## src/rtl/pc_stack_if.sv

```systemverilog
// Bundle of the program-counter control strobes and the registered PC/stack status.
// Strobes are single-cycle requests sampled on the rising clock; there is no ready/back-pressure.
interface pc_stack_if #(
  parameter int WIDTH = 16,
  parameter int CNT_W = 3
);
  logic [WIDTH-1:0] in;
  logic             load;
  logic             inc;
  logic             call;
  logic             ret;
  logic [WIDTH-1:0] out;
  logic [CNT_W-1:0] depth;
  logic             overflow;
  logic             underflow;

  modport master (
    output in, load, inc, call, ret,
    input  out, depth, overflow, underflow
  );

  modport slave (
    input  in, load, inc, call, ret,
    output out, depth, overflow, underflow
  );
endinterface

```

## src/rtl/pc_stack.sv

```systemverilog
// Registered program counter with a LIFO return-address stack.
// Exactly one action per edge, priority load > call > ret > inc > hold.
module pc_stack #(
  parameter int WIDTH = 16,
  parameter int DEPTH = 4,
  parameter int CNT_W = 3
) (
  input logic        clk,
  input logic        reset,
  pc_stack_if.slave  bus
);
  localparam int IDX_W = (DEPTH > 1) ? $clog2(DEPTH) : 1;
  localparam logic [CNT_W-1:0] FULL = CNT_W'(DEPTH);

  typedef enum logic [2:0] {
    ACT_HOLD,
    ACT_LOAD,
    ACT_CALL,
    ACT_RET,
    ACT_INC
  } act_e;

  act_e             act;
  logic [WIDTH-1:0] pc_q, pc_n;
  logic [CNT_W-1:0] depth_q, depth_n;
  logic             ovf_q, ovf_n;
  logic             unf_q, unf_n;
  logic             push;
  logic [IDX_W-1:0] push_idx;
  logic [IDX_W-1:0] top_idx;
  logic [WIDTH-1:0] stack [DEPTH];

  assign push_idx = IDX_W'(depth_q);
  assign top_idx  = IDX_W'(depth_q - CNT_W'(1));

  always_comb begin
    act = ACT_HOLD;
    if (bus.load)      act = ACT_LOAD;
    else if (bus.call) act = ACT_CALL;
    else if (bus.ret)  act = ACT_RET;
    else if (bus.inc)  act = ACT_INC;
  end

  always_comb begin
    pc_n    = pc_q;
    depth_n = depth_q;
    ovf_n   = ovf_q;
    unf_n   = unf_q;
    push    = 1'b0;
    case (act)
      ACT_LOAD: pc_n = bus.in;
      ACT_CALL: begin
        // The jump is taken even when the return address cannot be saved.
        pc_n = bus.in;
        if (depth_q != FULL) begin
          push    = 1'b1;
          depth_n = depth_q + CNT_W'(1);
        end else begin
          ovf_n = 1'b1;
        end
      end
      ACT_RET: begin
        if (depth_q != '0) begin
          pc_n    = stack[top_idx];
          depth_n = depth_q - CNT_W'(1);
        end else begin
          unf_n = 1'b1;
        end
      end
      ACT_INC:  pc_n = pc_q + WIDTH'(1);
      default:  pc_n = pc_q;
    endcase
  end

  always_ff @(posedge clk or posedge reset) begin
    if (reset) begin
      pc_q    <= '0;
      depth_q <= '0;
      ovf_q   <= 1'b0;
      unf_q   <= 1'b0;
    end else begin
      pc_q    <= pc_n;
      depth_q <= depth_n;
      ovf_q   <= ovf_n;
      unf_q   <= unf_n;
    end
  end

  // Stack contents need no reset; depth alone decides which entries are valid.
  always_ff @(posedge clk) begin
    if (push && !reset) stack[push_idx] <= pc_q + WIDTH'(1);
  end

  assign bus.out       = pc_q;
  assign bus.depth     = depth_q;
  assign bus.overflow  = ovf_q;
  assign bus.underflow = unf_q;
endmodule
```

## src/flat_wrapper.sv

```systemverilog
// flat-port wrapper written by rule: the top's interface ports become plain ports
module pc_stack_flat 
#(
  parameter int WIDTH = 16,
  parameter int DEPTH = 4,
  parameter int CNT_W = 3
)
  (clk, reset, bus_in, bus_load, bus_inc, bus_call, bus_ret, bus_out, bus_depth, bus_overflow, bus_underflow);
  pc_stack_if #(.WIDTH(WIDTH), .CNT_W(CNT_W)) bus_i ();
  input logic clk;
  input logic reset;
  input wire logic [$bits(bus_i.in)-1:0] bus_in;
  input wire logic [$bits(bus_i.load)-1:0] bus_load;
  input wire logic [$bits(bus_i.inc)-1:0] bus_inc;
  input wire logic [$bits(bus_i.call)-1:0] bus_call;
  input wire logic [$bits(bus_i.ret)-1:0] bus_ret;
  output wire logic [$bits(bus_i.out)-1:0] bus_out;
  output wire logic [$bits(bus_i.depth)-1:0] bus_depth;
  output wire logic [$bits(bus_i.overflow)-1:0] bus_overflow;
  output wire logic [$bits(bus_i.underflow)-1:0] bus_underflow;
  assign bus_i.in = bus_in;
  assign bus_i.load = bus_load;
  assign bus_i.inc = bus_inc;
  assign bus_i.call = bus_call;
  assign bus_i.ret = bus_ret;
  assign bus_out = bus_i.out;
  assign bus_depth = bus_i.depth;
  assign bus_overflow = bus_i.overflow;
  assign bus_underflow = bus_i.underflow;
  pc_stack #(.WIDTH(WIDTH), .DEPTH(DEPTH), .CNT_W(CNT_W)) u_core (.clk(clk), .reset(reset), .bus(bus_i));
endmodule
```

## config.mk

```make
export PLATFORM = sky130hd
export DESIGN_NAME = pc_stack_flat
export DESIGN_NICKNAME = d
export VERILOG_FILES = /design/src/rtl/pc_stack_if.sv /design/src/rtl/pc_stack.sv /design/src/flat_wrapper.sv
export SDC_FILE = /design/constraint.sdc
export NUM_CORES = 1
export LEC_CHECK = 0
export BUFFER_PORTS_ARGS = -buffer_cell sky130_fd_sc_hd__buf_4
export CORE_ASPECT_RATIO = 2
export CORE_MARGIN = 2
export CORE_UTILIZATION = 47
export DETAILED_ROUTE_END_ITERATION = 6
export PLACE_DENSITY_LB_ADDON = 0.1
export SYNTH_ARGS = -nofsm -noshare
export SYNTH_HDL_FRONTEND = slang
export SYNTH_SLANG_ARGS = --single-unit
```

## constraint.sdc

```tcl
create_clock -name clk -period 3.55 [get_ports clk]
set_input_delay 0 -clock clk [delete_from_list [all_inputs] [get_ports clk]]
set_output_delay 0 -clock clk [all_outputs]
set_load 0.1 [all_outputs]
```

### Yosys cells after proc, flatten, opt, wreduce, memory -nomap -nowiden

Memories as Yosys holds them, arrays and structs flattened.
Index checks and enable logic that the tools add are counted.
W data, S select, Z words.

* memories kept: 1
* output and inout bits: 21
* RAM bits: 64
* register bits after elaboration: 21

Memory list
* u_core.stack: depth 4, bits a word 16, read ports 1, clocked after Yosys merged registers in 0, wr ports 1, line pc_stack.sv:31 `logic [WIDTH-1:0] stack [DEPTH];`

* mux-type cells: 13
* bitwise operators: 2
* reductions and logical operators: 10
* eq/ne operators: 7
* $add $sub $neg: 3

Operators by type and width (count)
* $pmux W16 S3: 1
* $mux W3: 6
* $add A16 B1 Y16 const B: 1
* $mux W16: 1
* $eq A3 B2 Y1 const B: 2
* $pmux W3 S2: 1
* $reduce_and A2 Y1: 3
* $reduce_bool A3 Y1: 2
* $mux W1: 4
* $ne A2 B1 Y1 const B: 2
* $add A3 B1 Y3 const B: 1
* $eq A3 B1 Y1 const B: 1
* $eq A3 B3 Y1 const B: 1
* $ne A3 B3 Y1 const B: 1
* $reduce_and A3 Y1: 1
* $sub A3 B1 Y3 const B: 1
* $not A1 Y1: 2
* $reduce_bool A2 Y1: 1
* $reduce_or A2 Y1: 1
* $logic_and A1 B1 Y1: 1
* $logic_not A1 Y1: 1

### Logic depth before layout (Yosys ltp)

* depth in word-level cells: 9
* mapped depth: 9
* mapped depth without buffers: 6

### Worst setup path before layout

Ideal clock, no wire load.

* kind: reg2reg
* from: reg u_core.depth_q[0] (netlist: u_core.bus.depth[0])
* to: reg u_core.pc_q[12] (netlist: u_core.bus.out[12])
* arrival time: 3.093 ns
* data required time: 3.409 ns
* setup slack: 0.316 ns
* cell stages (with the launch flop): 10
* setup time: 0.141 ns
* clock period less this slack: 3.234 ns
* cells stage by stage: dfrtp_1 -> buf_6 -> buf_2 -> inv_1 -> ha_1 -> clkbuf_1 -> mux4_2 -> and2_1 -> a2111oi_1 -> a211oi_1

* word-level cells in the longest chain between the ends: 4
* elaborated cells on any way between the ends: 7

Ends and longest elaborated chain
* start, declared: line pc_stack.sv:25 `logic [CNT_W-1:0] depth_q, depth_n;`
* start signal, assigned: line pc_stack.sv:83 `depth_q <= depth_n;`
* $sub A3 B1 Y3
* $mem_v2 Z4 W16
* $mux W16: line pc_stack.sv:63 `if (depth_q != '0) begin`
* $pmux W16 S3: line pc_stack.sv:50 `case (act)`
* end signal, assigned: line pc_stack.sv:82 `pc_q <= pc_n;`
* end, declared: line pc_stack.sv:24 `logic [WIDTH-1:0] pc_q, pc_n;`

Several ways; a longest one is shown, not always the timed one. The select of a mux whose other input is x is not followed.
A chain may end at the register's enable or synchronous reset.

### Worst setup path in the final report

* from: reg u_core.depth_q[1] (netlist: u_core.bus.depth[1])
* to: mem u_core.stack[3][8], enable pin

* word-level cells in the longest chain between the ends: 6

Ends and longest elaborated chain
* $ne A3 B3 Y1: line pc_stack.sv:55 `if (depth_q != FULL) begin`
* $mux W1: line pc_stack.sv:55
* $mux W1: line pc_stack.sv:50
* $logic_and A1 B1 Y1: line pc_stack.sv:91 `if (push && !reset) stack[push_idx] <= pc_q + WIDTH'(1);`
* $mux W1: line pc_stack.sv:91
* $mux W1 (implied by the code): line pc_stack.sv:91
* end, declared: line pc_stack.sv:31

Several ways; a longest one is shown, not always the timed one.

==> impl_summary.md <==
Run status
The flow ran to the end, and the final reports show no timing, DRC or antenna violations.

Timing
The final worst-path cycle share is 62.7%. The final critical path time including I/O delays and setup is 2220 ps. Setup slack closes at between 1000 and 1500 ps.

The worst slew margin relative to its limit is 34.8%. The count of final setup violators is 0. The final-report max-slew violation count is 0.

Derived from the worst setup path, the maximum achievable clock frequency is 450 MHz. The worst-case clock skew is 9.84 ps. After routing, the total negative slack on setup checks comes to 0 ps. Setup repair after global routing left no endpoint under its margin. The slew at the pin closest to its max-slew limit is 977 ps. The number of hold-slack violations in the final timing report was 0.

Min path
The type of the worst min-delay path is input pin to flop.

Finish
The final layout contains 362 nets. Cells fill about three fifths of the core in the end. Counting the fill cells in the layout gives 668.

The share of final-layout standard cells stronger than drive strength 1 is 28.3%. The number of antenna diodes in the final layout is 0. The area growth from synthesis to layout is 20.4%.

Worst setup path
Following the worst setup path forward leads to its endpoint at u_core.stack[3][8]$_DFFE_PP_. For the worst setup path, the data required time is 3590 ps. In this run the critical register-to-register path is launched from u_core.bus.depth[1]$_DFFE_PP0P_. The endpoint identified for the worst register-to-register timing path is u_core.stack[3][8]$_DFFE_PP_. The length in cells of the worst reg-to-reg path is 6. The worst path arrival time is roughly 2300 ps. For flop-to-flop paths, the worst setup slack is 1330 ps.

The timing startpoint of the critical path is u_core.bus.depth[1]$_DFFE_PP0P_. The critical path launch point type is a flop. STA classifies the critical path endpoint as a flop. In this run the worst path has a maximum fanout of 9. The critical path is of the flop to flop type.

Yosys
The number of unique standard cell types used by synthesis is 55. The synthesized netlist devotes about a tenth of its cell area to compound gates. The sequential cell area fraction in the yosys report is 60.8%. The post-synthesis area per instance is about 15 sq um. The post-synthesis cell area is 4020 sq um. For this run, asynchronously set or reset flops after synthesis account for 24.7%. The post-synthesis instance total is roughly 280.

The largest area contributor in the netlist is edfxtp_1. The register bit count reported by yosys is 85. The multiplexer share of the synthesized area is roughly a tenth. By area, the combinational part of the netlist is dominated by simple AND/OR/NAND/NOR gates.

The Yosys step of the flow raised 0 warnings. Counting every net in the synthesized netlist gives 303. By area the synthesized netlist is led by edfxtp_1, dfrtp_1, mux4_2. The adder-cell share of the synthesized area is 1.87%. The most used flip-flop cell after synthesis is edfxtp_1. Of the post-synthesis cell area, the dominant cell type holds 47.8%.

Of the total synthesized cell area, the portion taken by XOR and XNOR cells is under 10%. The number of flops mapped to enable cells by yosys is 64. The simple-gate share of the synthesized area is between 10% and 20%.

Clocking
Counting every sink on the clock net gives 85. Clock tree synthesis selected as its root buffer the cell clkbuf_16. The post-CTS setup buffer count is 0. Clock tree synthesis inserted a total of 9 buffers. TritonCTS built the clock tree. Post-CTS repair changed the size of 0 cells. The clock reaches the later pin of the worst-skew pair after 340 ps. No sink is reached through more buffers than the 2 on the longest clock path. After clock tree synthesis, the clock-pin slew on the worst setup and hold paths is roughly 60 ps. The deepest level of the CTS H-tree is 3.

Global route
In the global route stage, overall resource usage came out at 22.0%. The pin count of the biggest net entering global routing is 22. The initial antenna violation count was 0. The number of global-route vias before repair is 2678. The first global-routing pass estimated 15000 microns of wire. The total congestion overflow after global routing is 0.

Pwr
VDD sags by at most approximately 0.46 mV. The ratio of total power to cell area is 754 nW/um^2. In this run the static leakage power is 1.78 nW.

Place
The count of buffers from port buffering is between 40 and 50. OpenSTA, run right after detailed placement, puts the worst setup slack at 1300 ps. Detailed placement ended at an HPWL of 6570 microns. The routability congestion estimate from global placement is 0.785.

Drt
For this block, the routed nets add up to ~9700 microns of wire. After detailed routing, the number of remaining DRC violations is 0. The total via count in the routed design is 2586. The post-detailed-route via-to-cell ratio is 5.92.

In this run, the number of DRC markers left after iteration 0 of detailed routing was around 130. The remaining number of nets flagged by the antenna check after routing is 0. The count of TritonRoute iterations in the first routing pass is 4. After detailed routing, the average wire length per cell comes to 22.2 microns.

Floorplanning
43 I/O pins were placed. The floorplan step set the die height to 135 microns. The die is 69.4 microns wide. The die area is 9360 sq um. The floorplan step defined a core boundary enclosing 8290 sq um. For this configuration, the core starts out at a cell density of 48.5%. The initialized floorplan defines 47 standard-cell rows.

Run
Across the run, the number of max-cap violations was 0.
## metal layers
metal	global-route usage, %	wire length, microns	vias up
li1	-	-	1190
met1	24.5	3560	1316
met2	40.5	5650	66
met3	4.48	346	14
met4	8.71	161	0
met5	0	0	-
## kinds of logic (layout without fill, tap and decap cells)
kind of cell    after synthesis  count (layout)
buf+inv                      23              87
xor+xnor                     17              17
simple gates                 73              73
mux                          19              19
flops                        85              85
fa+ha+maj                     6               6
compound gates               52              52
## worst max-delay path, cell delays in order, from the launching register on
cell and delay, ps:
dfrtp_1 380, inv_1 100, ha_1 230, nand2_1 110
nor3b_1 330, and2_1 500, buf_4 280
## registers in the layout (all words and copies together), names as in the netlist
name and cells:
u_core.bus.underflow 1, u_core.bus.overflow 1, u_core.bus.out 16, u_core.bus.depth 3, u_core.stack 64
## cells in the final DEF, fill, tap and decap left out, types with 3 or more instances in the layout
master / Yosys / final
xnor2_1: 8 / 8
inv_1: 7 / 7
nor3_1: 3 / 3
a22oi_1: 8 / 8
a21oi_1: 9 / 9
clkbuf_16: 0 / 9
nand2_1: 15 / 15
mux2i_1: 3 / 3
dlygate4sd3_1: 0 / 12
o2bb2ai_1: 4 / 4
nor2_1: 15 / 15
and2_1: 7 / 7
dfrtp_1: 21 / 21
a2bb2oi_1: 4 / 4
nand3_2: 3 / 3
nor4_1: 3 / 3
nand3_1: 7 / 7
o211ai_1: 3 / 3
edfxtp_1: 64 / 64
ha_1: 6 / 6
buf_4: 0 / 52
o21ai_0: 6 / 6
xor2_1: 9 / 9
mux4_2: 16 / 16
## where the power goes
part	internal (mW)	switching, mW	total, mW
Sequential	1.24	0.117	1.36
Clock	0.491	0.360	0.851
Combinational	0.491	0.954	1.45
## through the flow
stage / power [mW] / instance area (sq um) / hold slack [ps] / std cells
finish: 3.65 / 4840 / 25.2 / 437
global route: 3.81 / 4840 / 52.8 / 437
CTS: 3.69 / 4840 / 15.9 / 437
detailed placement: 2.83 / 4450 / 300 / 409
global placement: 2.81 / 4450 / 295 / 409
floorplan: 2.48 / 4020 / -23.5 / 275
## synth_stat cells, types with 2 or more instances
master and number:
nor2_1 15, mux2i_1 3, xnor2_1 8, buf_6 2, a221oi_2 2, o21bai_1 2, xor2_1 9, inv_1 7
edfxtp_1 64, o2bb2ai_1 4, clkbuf_1 6, nand3_1 7, mux4_2 16, o211ai_1 3, a2bb2oi_1 4, a21oi_1 9
nor4_2 2, a31oi_1 2, and2_1 7, a222oi_1 2, nand3_2 3, nand2b_1 2, nor4_1 3, o21ai_0 6
nand4_1 2, a22oi_1 8, nor2_4 2, nand2_1 15, ha_1 6, buf_2 6, o311a_1 2, dfrtp_1 21
nor3_1 3
## timing repair
action | in CTS | in global routing
endpoints found under the hold margin | 32 | 0
endpoints found under the setup margin | 0 | 0
hold buffers | 12 | 0
## worst min path at each step
stage	slack [ps]	from	end	cells after the start
finish	30	bus_in[2]	u_core.bus.out[2]$_DFFE_PP0P_	3
global route	50	bus_in[2]	u_core.bus.out[2]$_DFFE_PP0P_	3
CTS	20	bus_in[2]	u_core.bus.out[2]$_DFFE_PP0P_	3
detailed placement	300	reset	u_core.bus.depth[2]$_DFFE_PP0P_	2
global placement	300	reset	u_core.bus.underflow$_DFFE_PP0N_	2
floorplan	-20	reset	u_core.bus.depth[0]$_DFFE_PP0P_	1
## layout make-up
type,instances,area [sq um],share of cell area [%]
Sequential cell,85,2450,50.5
Multi-Input combinational cell,167,1470,30.3
Timing Repair Buffer,64,510,10.5
Clock buffer,12,246,5.09
Tap cell,98,123,2.53
Inverter,7,26.3,0.542
Clock inverter,4,25.0,0.517
Power figures use the tool's default switching activity.
